### src/rtl/mdu_pkg.sv
// mdu_pkg: shared FSM state, op encodings and step-count constants for the multiply/divide unit
package mdu_pkg;
    typedef enum logic [1:0] {IDLE, RUN, DONE} state_t;
    localparam logic OP_MULTU = 1'b0;
    localparam logic OP_DIVU = 1'b1;
    localparam int MDU_STEPS = 32;
    localparam int CNT_W = 6;
endpackage

### src/rtl/mdu_addsub.sv
// mdu_addsub: N-bit add/subtract with carry-out; on subtract, carry=1 means x >= y
module mdu_addsub #(
    parameter int N = 33
) (
    input  logic [N-1:0] x,
    input  logic [N-1:0] y,
    input  logic         sub,
    output logic [N-1:0] sum,
    output logic         cout
);
    logic [N-1:0] yy;
    assign yy = sub ? ~y : y;
    assign {cout, sum} = {1'b0, x} + {1'b0, yy} + {{N{1'b0}}, sub};
endmodule

### src/rtl/mdu_sequencer.sv
// mdu_sequencer: 32-step iterative MULTU/DIVU sequencer driving the HI/LO registers
module mdu_sequencer #(
    parameter int WIDTH = 32
) (
    input  logic             clk,
    input  logic             rst_n,
    input  logic             start,
    input  logic             op,
    input  logic [WIDTH-1:0] a,
    input  logic [WIDTH-1:0] b,
    input  logic             abort,
    input  logic             hilo_rd,
    output logic [WIDTH-1:0] hi,
    output logic [WIDTH-1:0] lo,
    output logic             busy,
    output logic             done,
    output logic             stall
);
    import mdu_pkg::*;
    state_t state, state_n;
    logic [2*WIDTH:0] acc, acc_n;
    logic [WIDTH-1:0] m;
    logic [CNT_W-1:0] cnt;
    logic [WIDTH:0] x, sum;
    logic op_r, cout, last, load;
    assign last = cnt == CNT_W'(MDU_STEPS - 1);
    assign load = state != RUN && state_n == RUN;
    // divide trial-subtracts the already-shifted remainder; multiply adds into the unshifted upper half
    assign x = op_r == OP_DIVU ? acc[2*WIDTH-1:WIDTH-1] : acc[2*WIDTH:WIDTH];
    mdu_addsub #(.N(WIDTH + 1)) u_addsub (
        .x    (x),
        .y    ({1'b0, m}),
        .sub  (op_r == OP_DIVU),
        .sum  (sum),
        .cout (cout)
    );
    always_comb begin
        acc_n = {1'b0, acc[0] ? sum : acc[2*WIDTH:WIDTH], acc[WIDTH-1:1]};
        if (op_r == OP_DIVU)
            acc_n = cout ? {sum, acc[WIDTH-2:0], 1'b1} : {acc[2*WIDTH-1:0], 1'b0};
    end
    always_ff @(posedge clk or negedge rst_n)
        if (!rst_n) state <= IDLE;
        else state <= state_n;
    always_comb begin
        state_n = (start && !abort) ? RUN : IDLE;
        if (state == RUN)
            state_n = abort ? IDLE : last ? DONE : RUN;
    end
    always_comb begin
        busy  = state == RUN;
        done  = state == DONE;
        stall = (busy | start) & hilo_rd;
    end
    always_ff @(posedge clk or negedge rst_n)
        if (!rst_n) begin
            op_r <= 1'b0;
            m    <= '0;
            acc  <= '0;
            cnt  <= '0;
            hi   <= '0;
            lo   <= '0;
        end else begin
            if (load) begin
                op_r <= op;
                m    <= op == OP_DIVU ? b : a;
                acc  <= {{(WIDTH + 1){1'b0}}, op == OP_DIVU ? a : b};
                cnt  <= '0;
            end else if (state == RUN) begin
                acc <= acc_n;
                cnt <= cnt + CNT_W'(1);
            end
            if (state == RUN && state_n == DONE) begin
                hi <= acc_n[2*WIDTH-1:WIDTH];
                lo <= acc_n[WIDTH-1:0];
            end
        end
endmodule

### config.mk
export PLATFORM = sky130hd
export DESIGN_NAME = mdu_sequencer
export DESIGN_NICKNAME = d
export VERILOG_FILES = /design/src/rtl/mdu_pkg.sv /design/src/rtl/mdu_addsub.sv /design/src/rtl/mdu_sequencer.sv
export SDC_FILE = /design/constraint.sdc
export NUM_CORES = 1
export LEC_CHECK = 0
export BUFFER_PORTS_ARGS = -buffer_cell sky130_fd_sc_hd__buf_2
export CAP_MARGIN = 40
export CORE_MARGIN = 4
export CORE_UTILIZATION = 59
export DETAILED_ROUTE_END_ITERATION = 8
export HOLD_SLACK_MARGIN = 0.15
export PLACE_DENSITY = 0.86
export SYNTH_ARGS = -nofsm -noshare
export SYNTH_HDL_FRONTEND = slang
export SYNTH_SLANG_ARGS = --single-unit
### constraint.sdc
create_clock -name clk -period 5.3 [get_ports clk]
set_input_delay 1.06 -clock clk [delete_from_list [all_inputs] [get_ports clk]]
set_output_delay 1.06 -clock clk [all_outputs]
set_load 0.01 [all_outputs]
* After elaboration in Yosys (flattened, before gate mapping) *
Index checks and enable logic that the tools add are counted.
Widths: inputs -> output; s select.

word-level totals
  register bits after elaboration = 170
  bits of input ports = 70
  word-level logic and storage cells = 39

cells by class
  add/sub/neg operators = 3
  equality and inequality tests = 6
  muxes and demuxes = 15
  bitwise logic cells = 3
  reduce and logical (&&, ||, !) cells = 5

operators with widths
  kind                 count
  $mux 65              4
  $mux 33              3
  $mux 32              2
  $add 33x33->34       1
  $add 34x1->34        1
  $not 32->33          1
  $mux 6               2
  $add 6x1->6 const B  1
  $eq 6x5->1 const B   1
  $mux 2               3
  $eq 2x1->1 const B   2
  $eq 2x2->1 const B   2
  $logic_and 1x1->1    3
  $ne 2x1->1 const B   1
  $reduce_bool 2->1    1
  $and 1x1->1          1
  $logic_not 1->1      1
  $mux 1               1
  $or 1x1->1           1

* Depth between registers and ports, before layout *
Gate-level depths: netlist of the first run.

  depth in word-level cells = 8
  depth in mapped cells = 19
  mapped depth without buffers = 12

* Modules after synthesis *
A second synthesis of the first run with hierarchy kept.

second synthesis, totals
  cell total of the unflattened synthesis = 1066
  area, all modules = 11162.0 um^2

by module, submodules not included
  module         instances  cells each  area an instance (um^2)  seq. area each (um^2)
  mdu_sequencer  1          788         9120.0                   4254.1
  mdu_addsub     1          278         2042.0                   0.0

* Least setup slack after synthesis of the first run *
Ideal clock, no wire load.

  kind = reg2reg
  start point = reg op_r
  end point = reg hi[18]
  setup time = 125 ps
  data arrival time = 4176 ps
  required time = 5175 ps
  path slack = 999 ps
  cell stages (with the launch flop) = 18
  clock period less this slack = 4301 ps
  cell sequence = dfrtp_1 -> clkbuf_1 -> clkbuf_1 -> buf_2 -> buf_1 -> xor2_1 -> ha_1 -> buf_2 -> nand2_1 -> or3_1 -> or4_1 -> a31oi_1 -> nor3_2 -> o21bai_4 -> buf_8 -> mux2i_1 -> a22oi_1 -> mux2_2

between the ends
  cells in the longest elaborated chain, start to end = 5
  elaborated cells on any way between the ends = 7
  those cells by class = 2 x add/sub; 5 x mux

ends and longest elaborated chain
  element                             RTL line                                  RTL
  start: declaration                  mdu_sequencer.sv:25                       logic op_r, cout, last, load;
  start signal: assignment            mdu_sequencer.sv:65                       op_r <= op;
  $mux 33 (on tied branches)          mdu_sequencer.sv:29, mdu_addsub.sv:12
  $add 33x33->34                      mdu_addsub.sv:13                          assign {cout, sum} = {1'b0, x} + {1'b0, yy} + {{N{1'b0}}, sub};
  $add 34x1->34                       mdu_addsub.sv:13
  $mux 33 or $mux 65 (tied branches)  mdu_sequencer.sv:38, mdu_sequencer.sv:40
  $mux 65 (*)                         mdu_sequencer.sv:39                       if (op_r == OP_DIVU)
  end signal: assignment              mdu_sequencer.sv:74                       hi <= acc_n[2*WIDTH-1:WIDTH];
  end: declaration                    mdu_sequencer.sv:13                       output logic [WIDTH-1:0] hi,

Mark *: on every way between the ends. The rest lies on a longest branch, timed or not.
A chain may end at the register's enable or synchronous reset.

* Final worst setup path of the first run *
  start point = reg op_r
  end point = reg acc[58]

between the ends
  cells in the longest elaborated chain, start to end = 7
  elaborated cells on any way between the ends = 9
  those cells by class = 2 x add/sub; 7 x mux

ends and longest elaborated chain
  element                             RTL line                                  RTL
  $mux 33 (on tied branches)          mdu_sequencer.sv:29, mdu_addsub.sv:12
  $add 33x33->34                      mdu_addsub.sv:13
  $add 34x1->34                       mdu_addsub.sv:13
  $mux 33 or $mux 65 (tied branches)  mdu_sequencer.sv:38, mdu_sequencer.sv:40
  $mux 65 (*)                         mdu_sequencer.sv:39
  $mux 65 (*)                         mdu_sequencer.sv:69                       end else if (state == RUN) begin
  $mux 65 (*)                         mdu_sequencer.sv:64                       if (load) begin
  end signal: assignment              mdu_sequencer.sv:67                       acc <= {{(WIDTH + 1){1'b0}}, op == OP_DIVU ? a : b};
  end signal: assignment              mdu_sequencer.sv:70                       acc <= acc_n;
  end: declaration                    mdu_sequencer.sv:21                       logic [2*WIDTH:0] acc, acc_n;

Mark *: on every way between the ends. The rest lies on a longest branch, timed or not. The select of a mux whose other input is x is not followed.

==> metrics.txt, run 1 <==
clock-pin slew on the worst setup and hold paths 80 ps; Die H 145.1 µm; CP Class reg -> reg; grt total ovfl 0; post-route cell area 12,560 µm²; largest net degree at the start of global routing 94; period utilization 84.26%; Mapped Cells between 1k and 1.5k; HP Class reg -> reg; clock latency on the worst-skew pair 450 ps; total CTS buffers 17; # rows between 40 and 50; H-tree Lvls 4; post-route setup TNS 0 ps; Hold Fails Final Rpt 0; most common cell after layout, fill and taps aside dfrtp_1; drt first pass iters 5; Setup Viol. Count Final 0; post-synth cell types 68; most frequent CP cell buf_4; status complete, no violations; Initial Util 60.94%; wire per inst 19.79 µm; CP max stage cell dfrtp_4; CTS sink cnt 170; DRC 0; max_slew headroom a little over two fifths; placed cell areas 11,960 µm²; #FFs+latches synth 170; CTS tree done; crit start category flop; crit-path max FO 61; Via density approximately 6.3; antenna diode count 0; post-route ant nets 0; number of global-route vias before repair slightly below 10k; Core ar. 18,210 µm²; CP arrival ~4800 ps; commonest cells after routing, fill and taps aside 168 x dfrtp_1, 141 x nand2_1, 134 x buf_2, 127 x mux2i_1, 109 x o21ai_0; Achievable Freq roughly 220 MHz; Reg area 4259 µm²; delay of the slowest cell on the worst path between 900 and 1000 ps; Slew @ Worst Pin 844.3 ps; Port Buffers 136; Initial DRC Count between 800 and 900; fin. max-slew vios 0; Hold WS roughly 480 ps; full die area between 20,000 and 25,000 µm²; M1 WL 13,000 µm; Vias 9,604; CTS root buf clkbuf_16; setup bufs post-CTS 0; nets@finish 1,396; Syn Std Cell Area roughly 11,000 µm²; worst-case clock buffer depth 2; ys async rst share between 90% and 100%; maxcap violations 0; top layer in use met4; Fill cells ~1.4k; Net Count, Synth 1,308; Peak supply drop 0.3465 mV; crit path cell chain buf_12 -> buf_4 -> mux2_2 -> ha_1 -> nand2_1 -> nor2_1 -> a21boi_2 -> o41ai_2 -> buf_4 -> a211oi_2 -> o41ai_1 -> xor2_1 -> a211o_1 -> a22o_1; RSZ-0062 raised after global routing false; Die Wd between 100 and 150 µm; DP HPWL about 22,000 µm; share of layout cells above drive strength 1 19.68%; total global-route track usage 28.63%; WP data required ~5600 ps; crit end category flop; met3 wire length 1934 µm; Core Util, Final 68.98%; first-pass GRT wire length 49,650 µm; Leakage 6.057 nW; minimum clock period approximately 4500 ps; Worst Skew 16.04 ps; initial antenna violation count 0; global placer's final weighted congestion approximately 0.94; Post-synth EDFFs 0; Top FF cell, synth dfrtp_1; P&R area growth vs syn 13.18%; PD cells 537.6 nW/µm²; hold_buf cts 0; routed wl met2 14,580 µm; YS warnings 0; final WL 30,370 µm; Seq/Total Area, Yosys between 30% and 40%; Ports 137; Avg Synthesized Cell Area 9.209 µm²; footprint of the multi-input gates about 6400 µm²; # resized after CTS 0
-- final timing paths --
check,start,endpoint,slack (ps),cells past startpoint
max,op_r,acc[58],830,14
min,lo[20],lo[20],480,2
max reg2reg,op_r,acc[58],830,14
min reg2reg,lo[20],lo[20],480,2
max in group asynchronous,rst_n,m[14],3530,2
min in group asynchronous,rst_n,hi[28],690,1
-- logic make-up after synthesis --
family,synth area share [%]
muxes,15.85
DFF,38.34
adders and majority gates,3.788
AOI/OAI and AO/OA,21.16
and+or+nand+nor,12.17
xor gates and xnor gates,4.893
buffers and inverters,3.800
-- per-stage QoR --
step,std cells,power (W),worst slack (ps)
global route,1535,0.007227,552.5
global placement,1500,0.005334,1009
CTS,1535,0.006703,910.3
floorplan,1205,0.004565,999.1
detailed placement,1503,0.005422,956.3
finish,1535,0.006752,834.2
-- cell type report --
cell class,instances,share of cell area (%)
Inverter,13,0.3885
Clock buffer,17,3.387
Multi-Input combinational cell,932,51.23
Clock inverter,15,1.365
Sequential cell,170,33.91
Timing Repair Buffer,159,7.442
Tap cell,229,2.281
-- where the power goes --
group	switching, W	leakage (nW)	internal [W]
Sequential	0.000319	2.20	0.00152
Clock	0.000623	0.291	0.000638
Combinational	0.00213	3.56	0.00152
Total	0.00308	6.06	0.00368
-- Yosys cell counts (10+ instances only) --
| cell | n | area (µm²) |
|---|---|---|
| a211oi_1 | 48 | 360.4 |
| a21o_1 | 13 | 97.59 |
| a21oi_1 | 91 | 455.4 |
| a22o_1 | 19 | 166.4 |
| a31oi_1 | 10 | 62.56 |
| and2_1 | 10 | 62.56 |
| buf_1 | 15 | 56.30 |
| clkbuf_1 | 67 | 251.5 |
| dfrtp_1 | 170 | 4254 |
| ha_1 | 32 | 400.4 |
| inv_1 | 12 | 45.04 |
| mux2_2 | 42 | 473.0 |
| mux2i_1 | 127 | 1271 |
| nand2_1 | 141 | 529.3 |
| nand4_1 | 11 | 68.82 |
| nor2_1 | 71 | 266.5 |
| nor2b_1 | 22 | 137.6 |
| nor3_1 | 10 | 50.05 |
| o21ai_0 | 109 | 545.5 |
| xnor2_1 | 22 | 192.7 |
| xor2_1 | 40 | 350.3 |
-- worst max-delay path, delay by kind of cell (launching register included) --
kind	cells	cell delay (ps)
AOI/OAI and AO/OA	6	1490
xor gates and xnor gates	1	180
adders and majority gates	1	380
buffers and inverters	3	720
DFF	1	920
muxes	1	360
and+or+nand+nor	2	280
-- flip-flops by register name, summed over array words and instances (netlist names) --
name,count
acc,65
cnt,6
hi,32
lo,32
m,32
op_r,1
state,2
-- metal layers --
metal,vias to the layer above,GRT usage (%)
li1,4545,-
met1,4655,37.18
met2,351,47.56
met4,0,11.30
met3,53,5.644
met5,-,0
Note: power is estimated with default switching activity, not from simulation.
==> inputs of run 2 (changes only) <==
--- a/config.mk
+++ b/config.mk
@@ -8,10 +8,10 @@
 export BUFFER_PORTS_ARGS = -buffer_cell sky130_fd_sc_hd__buf_2
 export CAP_MARGIN = 40
 export CORE_MARGIN = 4
-export CORE_UTILIZATION = 59
+export CORE_UTILIZATION = 54
 export DETAILED_ROUTE_END_ITERATION = 8
 export HOLD_SLACK_MARGIN = 0.15
-export PLACE_DENSITY = 0.86
+export PLACE_DENSITY = 0.83
 export SYNTH_ARGS = -nofsm -noshare
 export SYNTH_HDL_FRONTEND = slang
 export SYNTH_SLANG_ARGS = --single-unit
==> constraint.sdc (replaced) <==
create_clock -name clk -period 4 [get_ports clk]
set_input_delay 0.8 -clock clk [delete_from_list [all_inputs] [get_ports clk]]
set_output_delay 0.8 -clock clk [all_outputs]
set_load 0.01 [all_outputs]
==> run 2 against run 1 <==
  * Critical path type unchanged
  * First-iteration DRC count grew 1.3%
  * Maximum frequency grew 16%
  * Total power grew 38%
  * Die area grew 8.7%
  * Sequential share of layout area shrank 0.87 points
  * Clock skew shrank 7.2 ps
  * Highest routed layer unchanged
  * Combinational power grew 43%
  * Largest cell class unchanged
  * Cell count grew 4.7%
  * Worst hold slack lost 120 ps
  * Setup slack lost 700 ps
==> metrics.txt, run 2 (synthesis gave the netlist of run 1 again) <==
Hold Fails Final Rpt 0 (unchanged); Via density 6.083 (-2.8%); Setup Viol. Count Final 0 (unchanged); reg2reg start op_r; clock latency on the worst-skew pair 440 ps (about the same); crit-path max FO 24 (-61%); r2r setup slk 140 ps (-700 ps); Initial Util 54.84% (-6.1 points); antenna diode count 0 (unchanged); Ports 137 (unchanged); Hold WS 359.0 ps (-118.1 ps); PD cells 722.9 nW/µm² (+34%); drt first pass iters 5 (unchanged); CTS sink cnt 170 (unchanged); placed cell count 1,571 (+4.5%); Final Power 0.009316 W (+38%); clock-pin slew on the worst setup and hold paths 80 ps (about the same); crit start category flop; full die area 22,910 µm² (+8.7%); share of layout cells above drive strength 1 21.69% (+2.0 points); crit end category flop; placed cell areas 12,220 µm² (+2.1%); final WL 30,960 µm (+1.9%); Slew @ Worst Pin 749.0 ps (-95.38 ps); minimum clock period 3864 ps (-601.3 ps); total global-route track usage 26.98% (-1.6 points); Initial DRC Count 866 (+1.3%); Peak supply drop 0.4110 mV (+19%); WP data required 4330 ps (-1290 ps); commonest cells after routing, fill and taps aside 169 x dfrtp_1, 140 x nand2_1, 134 x buf_2, 127 x mux2i_1, 109 x o21ai_0; most common cell after layout, fill and taps aside dfrtp_1; Port Buffers 136 (unchanged); nets@finish 1,427 (+2.2%); worst-case clock buffer depth 2 (unchanged); CP arrival 4190 ps (-600 ps); Core ar. 20,230 µm² (+11%); non-filler cells, final 1,607 (+4.7%); global placer's final weighted congestion 1.010 (+7.5%); CTS root buf clkbuf_16; Worst R2R Path Depth 13 (-1); first-pass GRT wire length 49,090 µm (-1.1%); Vias 9,775 (+1.8%); total CTS buffers 17 (unchanged); RSZ-0062 raised after global routing true; H-tree Lvls 4 (unchanged); Worst Skew 8.828 ps (-7.210 ps); Fill cells 1,590 (+15%); DP HPWL 22,110 µm (+2.1%); RR Endpoint hi[18]; DRC 0 (unchanged); initial antenna violation count 0 (unchanged); P&R area growth vs syn 16.14%; status complete, no violations; max_slew headroom 50.07% (+6.4 points); HP Class in -> async; largest net degree at the start of global routing 79 (-16%); Achievable Freq 258.8 MHz (+16%); Largest Register acc; number of global-route vias before repair 9,263 (-5.2%); CP Class reg -> reg; post-route ant nets 0 (unchanged); maxcap violations 0 (unchanged); Die H 151.4 µm (+4.3%); wire per inst 19.26 µm (-2.6%); Leakage 6.221 nW (+2.7%); CTS tree done; fin. max-slew vios 0 (unchanged); Die Wd 151.4 µm (+4.3%); grt total ovfl 0 (unchanged); post-route cell area 12,890 µm² (+2.6%); # rows 52 (+6.1%); Largest register FFs 65 (unchanged); period utilization 96.61% (+12 points)
-- run 2: worst max-delay path: stages, from the launching register on --
cell and delay (ps):
dfrtp_4 570, buf_12 180, mux2_2 340, ha_1 310
nand2_1 100, or3_1 400, or4_1 430, a31oi_1 210
nor3_2 100, o21bai_4 240, buf_12 240, mux2i_1 210
a22oi_1 130, mux2_2 270
-- run 2: worst max-delay path by stage --
stage	start	end	slack [ps]
after floorplan	op_r	hi[18]	20
after global placement	op_r	acc[63]	110
after detailed placement	op_r	hi[26]	30
after CTS	op_r	hi[26]	5
after global routing	op_r	hi[18]	-9
final	op_r	hi[18]	140
-- run 2: routing by layer --
layer	vias to the layer above	GRT usage, %	part of all wire [%]
met3	50	3.800	7.6
met2	421	42.03	46
met1	4699	39.54	44
li1	4605	-	-
met5	-	0	0
met4	0	7.253	1.9
-- run 2: layout make-up --
cell class              instances  area (µm²)  share of cell area, %
multi-input cells             932        6447                  50.03
well taps                     270       337.8                  2.621
clock inverters                15       172.7                  1.340
flip-flops and latches        170        4258                  33.04
inverters                      13       48.80                 0.3786
repair buffers                190        1197                  9.291
clock buffers                  17       425.4                  3.301
-- run 2: power by group --
group	leakage, nW	total, W	internal, W	switching [W]
clock network	0.289	0.00169	0.000844	0.000846
registers	2.20	0.00242	0.00202	0.000402
logic	3.73	0.00521	0.00220	0.00301
-- run 2: timing repair --
action,4_1_cts,5_1_grt
buffers inserted,0,4
resized for setup,0,4
hold buffers,0,0
setup endpoints to repair,0,57
-- run 2: per-stage QoR --
stage                     setup slack [ps]  setup TNS (ps)  utilization (%)
after detailed placement             33.32               0            60.37
after CTS                            4.846               0            63.33
after global routing                -9.140          -9.140            63.69
final                                135.6               0            63.69
after global placement               111.7               0            60.13
after floorplan                      16.43               0                -
